File: src/rtl/stopwatch_counter.sv
// Stopwatch timebase: input conditioning, pause debounce, prescaler and BCD MM:SS counting.
// Optional STOPWATCH_PRESET_EN adds a load/load_val digit preset port pair.
module stopwatch_counter #(
  parameter int CLK_HZ     = 100000000,
  parameter int DEB_CYCLES = 1000000,
  parameter int UPD_DIV    = 100000
) (
  input  logic        clk,
  input  logic        rst_n,
  input  logic        adj,
  input  logic        sel,
  input  logic        pse,
`ifdef STOPWATCH_PRESET_EN
  input  logic        load,
  input  logic [15:0] load_val,
`endif
  output logic [3:0]  sec_one,
  output logic [3:0]  sec_ten,
  output logic [3:0]  min_one,
  output logic [3:0]  min_ten,
  output logic        blink,
  output logic        update_tick,
  output logic        paused
);

  localparam int PW = $clog2(CLK_HZ);
  localparam int DW = $clog2(DEB_CYCLES + 1);
  localparam int UW = (UPD_DIV > 1) ? $clog2(UPD_DIV) : 1;

  logic          adj_m, adj_s, sel_m, sel_s, pse_m, pse_s;
  logic [DW-1:0] deb_cnt;
  logic          deb_level, deb_q;
  logic [PW-1:0] presc;
  logic [UW-1:0] upd_cnt;
  logic          adj_chg, tick_1hz, tick_2hz, run_tick, blink_tick, do_load;
  logic [3:0]    sec_one_n, sec_ten_n, min_one_n, min_ten_n;
  logic [3:0]    sec_one_inc, sec_ten_inc, min_one_inc, min_ten_inc;
  logic          sec_wrap;

`ifdef STOPWATCH_PRESET_EN
  assign do_load = load;
`else
  assign do_load = 1'b0;
`endif

  function automatic logic [3:0] clamp(input logic [3:0] v, input logic [3:0] mx);
    return (v > mx) ? mx : v;
  endfunction

  // NOTE: every flop uses non-blocking assignment so all registers sample pre-edge values.
  always_ff @(posedge clk or negedge rst_n) begin
    if (!rst_n) begin
      {adj_m, adj_s, sel_m, sel_s, pse_m, pse_s} <= '0;
    end else begin
      {adj_m, sel_m, pse_m} <= {adj, sel, pse};
      {adj_s, sel_s, pse_s} <= {adj_m, sel_m, pse_m};
    end
  end

  // Debounce counts consecutive samples disagreeing with the accepted level.
  always_ff @(posedge clk or negedge rst_n) begin
    if (!rst_n) begin
      deb_cnt   <= '0;
      deb_level <= 1'b0;
      deb_q     <= 1'b0;
      paused    <= 1'b0;
    end else begin
      deb_q <= deb_level;
      if (pse_s != deb_level) begin
        if (deb_cnt == DW'(DEB_CYCLES - 1)) begin
          deb_level <= pse_s;
          deb_cnt   <= '0;
        end else begin
          deb_cnt <= deb_cnt + 1'b1;
        end
      end else begin
        deb_cnt <= '0;
      end
      if (deb_level && !deb_q) paused <= ~paused;
    end
  end

  // adj_chg flags the edge on which adj_s is about to change.
  assign adj_chg    = adj_m ^ adj_s;
  assign tick_1hz   = (presc == PW'(CLK_HZ - 1)) && !paused;
  assign tick_2hz   = ((presc == PW'(CLK_HZ / 2 - 1)) || (presc == PW'(CLK_HZ - 1))) && !paused;
  assign run_tick   = tick_1hz && !adj_s && !adj_chg;
  assign blink_tick = tick_2hz && adj_s && !adj_chg;

  always_ff @(posedge clk or negedge rst_n) begin
    if (!rst_n)                 presc <= '0;
    else if (adj_chg || do_load) presc <= '0;
    else if (!paused)           presc <= (presc == PW'(CLK_HZ - 1)) ? '0 : presc + 1'b1;
  end

  assign sec_wrap    = (sec_one == 4'd9) && (sec_ten == 4'd5);
  assign sec_one_inc = (sec_one == 4'd9) ? 4'd0 : sec_one + 4'd1;
  assign sec_ten_inc = (sec_one != 4'd9) ? sec_ten : (sec_ten == 4'd5) ? 4'd0 : sec_ten + 4'd1;
  assign min_one_inc = (min_one == 4'd9) ? 4'd0 : min_one + 4'd1;
  assign min_ten_inc = (min_one != 4'd9) ? min_ten : (min_ten == 4'd9) ? 4'd0 : min_ten + 4'd1;

  // NOTE: defaults first so no path through this block can infer a latch.
  always_comb begin
    {min_ten_n, min_one_n, sec_ten_n, sec_one_n} = {min_ten, min_one, sec_ten, sec_one};
    if (do_load) begin
`ifdef STOPWATCH_PRESET_EN
      sec_one_n = clamp(load_val[3:0],   4'd9);
      sec_ten_n = clamp(load_val[7:4],   4'd5);
      min_one_n = clamp(load_val[11:8],  4'd9);
      min_ten_n = clamp(load_val[15:12], 4'd9);
`endif
    end else if (run_tick) begin
      {sec_ten_n, sec_one_n} = {sec_ten_inc, sec_one_inc};
      if (sec_wrap) {min_ten_n, min_one_n} = {min_ten_inc, min_one_inc};
    end else if (blink_tick) begin
      if (sel_s) {sec_ten_n, sec_one_n} = {sec_ten_inc, sec_one_inc};
      else       {min_ten_n, min_one_n} = {min_ten_inc, min_one_inc};
    end
  end

  always_ff @(posedge clk or negedge rst_n) begin
    if (!rst_n) begin
      {min_ten, min_one, sec_ten, sec_one} <= '0;
      blink <= 1'b0;
    end else begin
      {min_ten, min_one, sec_ten, sec_one} <= {min_ten_n, min_one_n, sec_ten_n, sec_one_n};
      // Clearing on adj_m keeps blink low for every cycle adj_s is low.
      if (!adj_m)          blink <= 1'b0;
      else if (blink_tick) blink <= ~blink;
    end
  end

  always_ff @(posedge clk or negedge rst_n) begin
    if (!rst_n) upd_cnt <= '0;
    else        upd_cnt <= (upd_cnt == UW'(UPD_DIV - 1)) ? '0 : upd_cnt + 1'b1;
  end

  assign update_tick = (upd_cnt == UW'(UPD_DIV - 1));

endmodule

File: config.mk
export PLATFORM = sky130hd
export DESIGN_NAME = stopwatch_counter
export DESIGN_NICKNAME = d
export VERILOG_FILES = /design/src/rtl/stopwatch_counter.sv
export SDC_FILE = /design/constraint.sdc
export NUM_CORES = 1
export LEC_CHECK = 0
export ABC_AREA = 0
export ABC_CLOCK_PERIOD_IN_PS = 3000
export CELL_PAD_IN_SITES_DETAIL_PLACEMENT = 1
export CELL_PAD_IN_SITES_GLOBAL_PLACEMENT = 1
export CORE_ASPECT_RATIO = 1.4
export CORE_MARGIN = 2
export CORE_UTILIZATION = 47
export CTS_CLUSTER_SIZE = 40
export DETAILED_ROUTE_END_ITERATION = 8
export HOLD_SLACK_MARGIN = 0.06
export MAX_ROUTING_LAYER = met4
export PLACE_DENSITY_LB_ADDON = 0.2
export RECOVER_POWER = 100
export SLEW_MARGIN = 20
export SYNTH_ARGS = -nofsm -noshare
export SYNTH_HDL_FRONTEND = slang
export SYNTH_SLANG_ARGS = --single-unit
File: constraint.sdc
create_clock -name clk -period 3 [get_ports clk]
set_input_delay 0.45 -clock clk [delete_from_list [all_inputs] [get_ports clk]]
set_output_delay 0.45 -clock clk [all_outputs]
set_load 0.1 [all_outputs]
# Word-level counts from Yosys, hierarchy flattened
# Cells that the tools add are included.
# word_totals
word_cells	88
input_bits	5
ff_bits	90
out_inout_bits	19
# op_classes
n_eq_ne	15
reduce_logical	18
n_addsub	7
n_mux	28
bitwise_logic	3
# ops
op	count
27-bit 2-to-1 mux	3
4-bit 2-to-1 mux	20
20-bit 2-to-1 mux	2
27-bit by 1-bit adder with 27-bit output, second input constant	1
27-bit by 26-bit == test with 1-bit output, second input constant	1
27-bit == test, second input constant	1
20-bit by 1-bit adder with 20-bit output, second input constant	1
20-bit == test, second input constant	1
17-bit by 1-bit adder with 17-bit output, second input constant	1
17-bit == test, second input constant	1
17-bit 2-to-1 mux	1
4-bit by 1-bit adder with 4-bit output, second input constant	4
4-bit == test, second input constant	3
1-bit logical AND	8
2-bit by 1-bit inequality test with 1-bit output, second input constant	4
4-bit inequality test, second input constant	2
4-bit by 3-bit == test with 1-bit output, second input constant	1
1-bit zero test	4
2-bit AND reduction	2
2-bit nonzero test	2
3-bit AND reduction	1
1-bit 2-to-1 mux	2
1-bit inverter	2
1-bit logical OR	1
2 further kinds	2

# Depth between registers and ports, before layout
# Gate-level depths: netlist of run 1.
# depth
depth_word	7
depth_mapped	8

# Least setup slack after synthesis of run 1
# OpenSTA, ideal clock, no wires.
# synth_path
path_type	flip-flop to flip-flop
from	register presc[0]
to	register sec_ten[1]
setup_time_ns	0.125
required_time_ns	2.875
arrival_ns	2.448
stages_incl_launch_ff	8
setup_slack_ns	0.426
path_buffers	0
period_less_slack_ns	2.574
cell_sequence	dfrtp_1 -> ha_1 -> and3_4 -> nand3_2 -> or4_4 -> a2111o_1 -> a211o_2 -> mux2_2
# synth_via
elab_chain_len	7
# synth_lines
element	line	text
start: declaration	33	logic [PW-1:0] presc;
start signal: assignment	93	else if (!paused) presc <= (presc == PW'(CLK_HZ - 1)) ? '0 : presc + 1'b1;
27-bit by 26-bit == test with 1-bit output or 27-bit == test (tied branches)	86, 85	
1-bit logical OR	86	assign tick_2hz = ((presc == PW'(CLK_HZ / 2 - 1)) || (presc == PW'(CLK_HZ - 1))) && !paused;
1-bit logical AND	86	
1-bit logical AND (2 in series)	88	assign blink_tick = tick_2hz && adj_s && !adj_chg;
2-bit nonzero test (no line)	--	
2-bit AND reduction (no line)	--	
end signal: assignment	126	{min_ten, min_one, sec_ten, sec_one} <= {min_ten_n, min_one_n, sec_ten_n, sec_one_n};
end: declaration	18	output logic [3:0] sec_ten,
# Parallel ways exist; a longest one is shown, timed or not.
# A chain may end at the register's enable or synchronous reset.

# Worst setup path in the final report of run 1
# Ends and elaborated chain as after synthesis.

==> results of run 1 <==
[stage by stage]
stage / setup slack (ns) / cell area, sq um
finish: 0.168 / 5050
global placement: 0.284 / 4860
global route: 0.0476 / 5050
CTS: 0.129 / 5150
detailed placement: 0.164 / 4860
floorplan: 0.426 / 4530
[sequential cells by signal, summed over array words and instances, names as in the netlist, 4 cells and up]
signal   cells
sec_one      4
presc       27
upd_cnt     17
min_ten      4
min_one      4
deb_cnt     20
sec_ten      4
[critical path, delay by kind of cell, from the launching register on]
family	cells	cell delay [ns]
AO/OA/AOI/OAI	2	0.96
flip-flops	1	0.38
multiplexers	1	0.27
adder cells (fa/ha/maj)	1	0.20
AND/OR/NAND/NOR	3	0.90
[power groups by stage]
stage	logic, mW	registers (mW)	clock network [mW]
final	0.0861	1.24	1.11
after global routing	0.101	1.24	1.17
after CTS	0.0932	1.24	1.14
after detailed placement	0.0925	1.26	0
after global placement	0.0891	1.26	0
after floorplan	0.0426	1.26	0
[layout by cell type, fill, tap and decap left out, drive strengths merged, types with 2 or more instances in the layout]
cell and count:
o21ai 27, clkbuf 37, or2 3, nor4 7, and4 7, xnor2 24
and3 8, nand3b 4, a2111oi 5, nor2 59, a31oi 2, dlygate4sd3 3
ha 3, nand2b 4, o2111ai 3, and2 5, nand3 31, buf 2
nor4bb 3, nor3 14, o211ai 3, a211o 2, xor2 32, o221ai 2
nor2b 9, o31ai 2, nand2 39, dfrtp 90, inv 16, nand4 20
mux2 2, a21oi 7, or4 4, or3 2, o41ai 2
[timing repair]
action / in CTS / in global routing
setup endpoints to repair: 0 / 1
setup buffers: 0 / 0
hold buffers: 0 / 0
gates resized for setup: 0 / 2
[per-layer routing]
metal  global-route usage [%]  up-vias  routed length (um)
met4                     8.98        0                 180
met5                        -        -                   0
met3                     3.82       14                 168
met2                     41.7       32                6130
li1                         -     1715                   -
met1                     26.5     1859                4610
[layout make-up]
| cell class | count | area [sq um] | area share (%) |
|---|---|---|---|
| inverter | 15 | 56.3 | 1.11 |
| clock inverter | 4 | 51.3 | 1.02 |
| tap | 110 | 138 | 2.72 |
| multi-input combinational | 348 | 2180 | 43.1 |
| sequential | 90 | 2250 | 44.6 |
| clock buffer | 11 | 233 | 4.61 |
| timing repair buffer | 31 | 145 | 2.87 |
[Yosys cell counts, types with 3 or more instances]
library cell | instances | area share (%)
nand2b_1 | 4 | 0.55
clkbuf_1 | 11 | 0.91
nand2_1 | 39 | 3.2
inv_1 | 15 | 1.2
o21ai_0 | 27 | 3.0
nand3_1 | 30 | 3.3
nor4bb_1 | 3 | 0.66
o211ai_1 | 3 | 0.50
nor4_1 | 6 | 0.83
nor3_1 | 14 | 1.5
o2111ai_1 | 3 | 0.58
ha_1 | 3 | 0.83
and2_1 | 4 | 0.55
dfrtp_1 | 90 | 50
and3_1 | 7 | 0.97
nor2b_1 | 9 | 1.2
xnor2_1 | 24 | 4.6
nor2_1 | 59 | 4.9
nand3b_1 | 4 | 0.66
nand4_1 | 20 | 2.8
a21oi_1 | 7 | 0.77
and4_1 | 5 | 0.97
or2_2 | 3 | 0.41
xor2_1 | 32 | 6.2
[cells by family after synthesis]
kind of cell | Yosys count | share of synthesized area [%]
fa+ha+maj | 3 | 0.829
flops | 90 | 49.7
xor+xnor | 56 | 10.8
mux | 2 | 0.497
buf+inv | 27 | 2.26
simple gates | 224 | 26.3
compound gates | 63 | 9.56
[worst paths after layout]
path | endpoint | cells after the start
worst max-delay path | sec_ten[1]$_DFFE_PN0P_ | 7
worst min-delay path | sel_s$_DFF_PN0_ | 0
max in group asynchronous | min_ten[0]$_DFFE_PN0P_ | 2
worst min register to register | sel_s$_DFF_PN0_ | 0
min in group asynchronous | presc[0]$_DFFE_PN0P_ | 1
worst max register to register | sec_ten[1]$_DFFE_PN0P_ | 7
==> impl_metrics.json, run 1 <==
{
  "status": "finished, violations left",
  "violations": "max-capacitance violations, max-slew violations",
  "clkSinkCount": 90,
  "path_clk_slew_ns": 0.07,
  "powerDensity_mw_per_mm2": 482,
  "p_leak_nw": 2.07,
  "cp_max_fo": 8,
  "fin_hold_ws_ns": 0.384,
  "fin_skew_ns": 0.0120,
  "synthCells": 465,
  "hold_start": "sel_m$_DFF_PN0_",
  "async_reset_ff_share_pct": 100,
  "vdd_drop_max_v": 0.000398,
  "fin_crit_sh_pct": 94.4,
  "cts_tree": "built",
  "fillers": 1086,
  "fin_util_pct": 53.7,
  "startpoint": "presc[0]$_DFFE_PN0P_",
  "finalHoldViolCount": 0,
  "slowest_stage": "a2111o_1",
  "wl_per_cell_um": 18.2,
  "viasPerCell": 5.94,
  "die_y_um": 120,
  "reg2reg_slack_ns": 0.17,
  "worst_slew_pin_slew_ns": 2.39,
  "dp_hpwl_um": 7820,
  "switching_share_pct": 22.4,
  "rsz0062_at_grt": "no",
  "cts_buffer_depth": 2,
  "cts_buffers": 9,
  "comb_power_share_pct": 3.5,
  "grt_pass1_wl_um": 19000,
  "yosys_most_used_dff": "dfrtp_1",
  "slew_violations": 45,
  "max_freq_mhz": 353,
  "fp-row-count": 42,
  "final-instance-count-excl-fill": 609,
  "clockPowerShare_pct": 45.5,
  "setup_violations": 0,
  "gp_congestion": 0.790,
  "gr-total-overflow": 0,
  "slowest_delay_ns": 0.57,
  "dr.pass1.iters": 4,
  "grt_max_degree": 45,
  "synth_edf_count": 0,
  "root_buffer": "clkbuf_16",
  "syn_nets": 473,
  "yosysSeqAreaShare_pct": 49.7,
  "power.internal_mw": 1.89,
  "fin_setup_tns_ns": 0,
  "path_class": "reg2reg",
  "synth-seq-cells": 90,
  "syn_area_sq_mm": 0.00453,
  "dp_cells": 594,
  "wirelength_um": 11100,
  "rr_startpoint": "presc[0]$_DFFE_PN0P_",
  "grt_pass1_vias": 3934,
  "p_total_mw": 2.44,
  "io_buffers": 23,
  "p_sw_mw": 0.545,
  "syn_to_final_growth_pct": 11.5,
  "drtIter0Drc": 161,
  "path_cells": "ha_1 -> and3_4 -> nand3_1 -> or4_4 -> a2111o_1 -> a211o_2 -> mux2_2",
  "min_period_ns": 2.83,
  "detail-route-antenna-nets": 0,
  "worst_setup_path_end_kind": "flop",
  "sequentialPowerShare_pct": 51.0,
  "drive_gt1_share_pct": 6.41,
  "track_usage_pct": 23.7,
  "critPathRequiredTime_ns": 3.23,
  "timing.slew.headroom_pct": -59.3,
  "ios": 24,
  "htree_levels": 3,
  "nNetsFinal": 503,
  "ys_types": 56,
  "remaining_drc_errors": 0,
  "route.vias.total": 3620,
  "core-area_sq_mm": 0.00941,
  "yosys_warnings": 0,
  "start_kind": "flop",
  "cap_violations": 1,
  "antenna_found_initial": 0,
  "syn_area_per_cell_sq_um": 9.74,
  "die_width_um": 87.0,
  "die-area_sq_mm": 0.0105,
  "hold_class": "reg2reg",
  "n_antenna_cell": 0,
  "start_util_pct": 48.2,
  "cp_data_arrival_time_ns": 3.06,
  "clock_latency_ns": 0.34
}
Power figures use the tool's default switching activity.
==> inputs of run 2 (changes only) <==
- PLACE_DENSITY: default -> 0.88
- PLACE_DENSITY_LB_ADDON: 0.2 -> default
- SLEW_MARGIN: 20 -> 25
==> impl_metrics.json, run 2 (synthesis results as in run 1) <==
{
  "cts_resized": 0,
  "p_leak_nw": 2.11,
  "wirelength_um": 11900,
  "cts_buffers": 9,
  "hold_class": "reg2reg",
  "postPlaceCellArea_sq_mm": 0.00487,
  "largest_reg_flops": 27,
  "setup_violations": 0,
  "wl_per_cell_um": 19.5,
  "timing.slew.headroom_pct": -0.419,
  "violations": "max-capacitance violations, max-slew violations",
  "grt_max_degree": 61,
  "status": "finished, violations left",
  "fin_skew_ns": 0.00970,
  "start_util_pct": 48.2,
  "viasPerCell": 6.14,
  "cap_violations": 1,
  "dr.pass1.iters": 4,
  "drive_gt1_share_pct": 7.41,
  "finalHoldViolCount": 0,
  "start_kind": "flop",
  "worst_setup_path_end_kind": "flop",
  "gp_congestion": 0.959,
  "htree_levels": 3,
  "reg2reg_slack_ns": 0.12,
  "cts_hold_buf": 0,
  "worst_slew_pin_slew_ns": 1.51,
  "fp-row-count": 42,
  "layout_commonest_cell": "dfrtp_1",
  "fin_setup_tns_ns": 0,
  "seq_area_sq_mm": 0.00225,
  "path_clk_slew_ns": 0.07,
  "clock_latency_ns": 0.35,
  "stdcell_area_sq_mm": 0.00510,
  "fillers": 1042,
  "cts_buffer_depth": 2,
  "drtIter0Drc": 180,
  "syn_to_final_growth_pct": 12.5,
  "cp_data_arrival_time_ns": 3.09,
  "final_cell_mix": "90 x dfrtp_1, 59 x nor2_1, 39 x nand2_1",
  "vdd_drop_max_v": 0.000328,
  "slew_violations": 60,
  "antenna_found_initial": 1,
  "nNetsFinal": 502,
  "cp_max_fo": 8,
  "min_period_ns": 2.88,
  "die_y_um": 120,
  "dp_cells": 593,
  "grt_pass1_vias": 3941,
  "rsz0062_at_grt": "no",
  "max_freq_mhz": 347,
  "dp_hpwl_um": 7970,
  "remaining_drc_errors": 0,
  "route.vias.total": 3747,
  "die-area_sq_mm": 0.0105,
  "largestRegisters": "presc x27, deb_cnt x20, upd_cnt x17",
  "grt_pass1_wl_um": 19400,
  "root_buffer": "clkbuf_16",
  "track_usage_pct": 24.2,
  "multi_input_area_sq_mm": 0.00217,
  "final-instance-count-excl-fill": 610,
  "post_cts_buffers": 0,
  "core-area_sq_mm": 0.00941,
  "fin_crit_sh_pct": 96.0,
  "largest-register": "presc",
  "clkSinkCount": 90,
  "critPathRequiredTime_ns": 3.21,
  "die_width_um": 87.0,
  "detail-route-antenna-nets": 0,
  "powerDensity_mw_per_mm2": 506,
  "io_buffers": 23,
  "cts_tree": "built",
  "gr-total-overflow": 0,
  "ios": 24,
  "path_class": "reg2reg"
}
==> run 2: worst max-delay path, stage by stage (launching register included) <==
cell,delay (ns)
dfrtp_1,0.39
ha_1,0.22
and3_4,0.24
nand3_2,0.09
or4_1,0.55
a2111o_1,0.57
a2111oi_0,0.54
o22ai_1,0.14
==> run 2: final timing paths <==
| kind | depth (start not counted) | endpoint | startpoint |
|---|---|---|---|
| min in group asynchronous | 1 | presc[0]$_DFFE_PN0P_ | rst_n |
| min reg2reg | 0 | sel_s$_DFF_PN0_ | sel_m$_DFF_PN0_ |
| max | 7 | sec_ten[2]$_DFFE_PN0P_ | presc[0]$_DFFE_PN0P_ |
| min | 0 | sel_s$_DFF_PN0_ | sel_m$_DFF_PN0_ |
| max in group asynchronous | 2 | upd_cnt[13]$_DFF_PN0_ | rst_n |
| max reg2reg | 7 | sec_ten[2]$_DFFE_PN0P_ | presc[0]$_DFFE_PN0P_ |
==> run 2: final cells by class <==
cell class              count  area share, %
diodes                      1         0.0491
well taps                 110           2.70
inverters                  15           1.10
flip-flops and latches     90           44.2
multi-input cells         348           42.6
clock inverters             6           1.77
repair buffers             30           2.94
clock buffers              10           4.69
==> run 2: stage by stage <==
step | power [mW] | utilization [%] | setup slack (ns) | hold slack, ns
floorplan | 1.30 | - | 0.426 | 0.154
global placement | 1.35 | 51.7 | 0.290 | 0.337
detailed placement | 1.36 | 51.7 | 0.148 | 0.359
CTS | 2.60 | 55.2 | 0.107 | 0.211
global route | 2.65 | 54.2 | 0.0265 | 0.369
finish | 2.58 | 54.2 | 0.121 | 0.373
==> run 2: power by group <==
group,internal [mW],total [mW],switching [mW]
Combinational,0.0207,0.0874,0.0667
Sequential,1.23,1.24,0.0160
Clock,0.754,1.25,0.493
Total,2.00,2.58,0.576
==> run 2: metal layers <==
layer	wire, um	share of wire (%)	global-route usage [%]	vias up
li1	-	-	-	1707
met1	4890	41	27.6	1934
met2	6290	53	41.1	71
met3	327	2.8	3.55	35
met4	357	3.0	11.9	0
met5	0	0	-	-
==> inputs of run 3 (changes only) <==
- PLACE_DENSITY: 0.88 -> 0.87
==> impl_metrics.json, run 3 (synthesis results as in run 1) <==
{
  "grt_max_degree": 58,
  "drtIter0Drc": 198,
  "path_class": "reg2reg",
  "die_y_um": 120,
  "clock_latency_ns": 0.35,
  "drive_gt1_share_pct": 7.41,
  "grt_pass1_vias": 3948,
  "antenna_found_initial": 0,
  "worst-r2r-cell-count": 7,
  "grt_pass1_wl_um": 19400,
  "crit_family": "compound AO/OA/AOI/OAI gates",
  "slowest_delay_ns": 0.57,
  "fin_setup_tns_ns": 0,
  "dr_wl_met2_um": 6320,
  "remaining_drc_errors": 0,
  "dp_cells": 593,
  "wirelength_um": 11500,
  "hold_start": "pse_m$_DFF_PN0_",
  "holdPathStages": 0,
  "final-instance-count-excl-fill": 609,
  "reg2reg_slack_ns": 0.20,
  "rsz0062_at_grt": "no",
  "cts_hold_buf": 0,
  "slowest_stage": "a2111o_1",
  "critPathBufInv": 0,
  "worst_setup_path_end_kind": "flop",
  "max_freq_mhz": 357,
  "nNetsFinal": 502,
  "cts_tree": "built",
  "status": "completed",
  "io_buffers": 23,
  "postPlaceCellArea_sq_mm": 0.00487,
  "cp_data_arrival_time_ns": 3.09,
  "gp_congestion": 0.873,
  "dp_hpwl_um": 7470,
  "rr_startpoint": "presc[0]$_DFFE_PN0P_",
  "detail-route-antenna-nets": 0,
  "fp-row-count": 42,
  "p_leak_nw": 2.09,
  "vdd_drop_max_v": 0.000492,
  "dr.pass1.iters": 4,
  "fin_skew_ns": 0.0127,
  "cp_max_fo": 8,
  "finalHoldViolCount": 0,
  "slew_violations": 0,
  "wl_met1_um": 4610,
  "post_cts_buffers": 0,
  "wl_per_cell_um": 18.8,
  "syn_to_final_growth_pct": 11.9,
  "reg2reg_to": "sec_ten[1]$_DFFE_PN0P_",
  "core-area_sq_mm": 0.00941,
  "worst_slew_pin_slew_ns": 1.43,
  "layout_commonest_cell": "dfrtp_1",
  "largest-register": "presc",
  "powerDensity_mw_per_mm2": 490,
  "start_util_pct": 48.2,
  "min_period_ns": 2.80,
  "ios": 24,
  "route.met3.wl_um": 292,
  "cts_buffers": 9,
  "path_clk_slew_ns": 0.08,
  "critPathRequiredTime_ns": 3.29,
  "route.vias.total": 3661,
  "fin_crit_sh_pct": 93.3,
  "path_cells": "ha_1 -> and3_4 -> nand3_2 -> or4_4 -> a2111o_1 -> a2111oi_0 -> mux2_2",
  "die_width_um": 87.0,
  "setup_violations": 0,
  "n_antenna_cell": 0,
  "largest_reg_flops": 27,
  "cts_buffer_depth": 2,
  "track_usage_pct": 24.4,
  "top_layer_used": "met4",
  "hold_class": "reg2reg",
  "gr-total-overflow": 0,
  "htree_levels": 3,
  "min_to": "pse_s$_DFF_PN0_",
  "timing.slew.headroom_pct": 4.75,
  "cap_violations": 0,
  "largestRegisters": "presc x27, deb_cnt x20, upd_cnt x17",
  "root_buffer": "clkbuf_16",
  "start_kind": "flop",
  "cts_resized": 0,
  "final_cell_mix": "90 x dfrtp_1, 59 x nor2_1, 39 x nand2_1",
  "die-area_sq_mm": 0.0105,
  "stdcell_area_sq_mm": 0.00507,
  "viasPerCell": 6.01,
  "clkSinkCount": 90
}
[run 3: worst max-delay path by stage]
stage	from	endpoint	depth (start not counted)
2_1_floorplan	presc[0]$_DFFE_PN0P_	sec_ten[1]$_DFFE_PN0P_	7
3_3_place_gp	presc[0]$_DFFE_PN0P_	sec_ten[1]$_DFFE_PN0P_	7
5_1_grt	presc[0]$_DFFE_PN0P_	sec_ten[1]$_DFFE_PN0P_	7
3_5_place_dp	presc[0]$_DFFE_PN0P_	sec_ten[1]$_DFFE_PN0P_	7
4_1_cts	presc[0]$_DFFE_PN0P_	sec_ten[1]$_DFFE_PN0P_	7
6_report	presc[0]$_DFFE_PN0P_	sec_ten[1]$_DFFE_PN0P_	7
[run 3: report_power, final]
group          internal (mW)  leakage (nW)  total (mW)  switching [mW]
Sequential              1.23          1.22        1.24          0.0149
Combinational         0.0203         0.720      0.0841          0.0638
Clock                  0.670         0.149        1.16           0.488
[run 3: final cells by class]
type                    count  area, sq um
clock buffers              10          239
clock inverters             6         65.1
fillers                  1072         4340
inverters                  15         56.3
multi-input cells         348         2170
flip-flops and latches     90         2250
well taps                 110          138
repair buffers             30          146
[run 3: stage by stage]
stage / utilization (%) / total power [mW] / hold WS, ns / setup WS (ns)
2_1_floorplan: - / 1.30 / 0.154 / 0.426
3_3_place_gp: 51.7 / 1.35 / 0.334 / 0.304
3_5_place_dp: 51.7 / 1.36 / 0.336 / 0.247
4_1_cts: 55.0 / 2.51 / 0.201 / 0.162
5_1_grt: 53.9 / 2.57 / 0.368 / 0.0325
6_report: 53.9 / 2.48 / 0.349 / 0.200
[run 3: routing by layer]
metal,global-route usage [%],up-vias
li1,-,1714
met1,27.3,1853
met2,42.9,70
met3,4.71,24
met4,8.69,0
met5,-,-
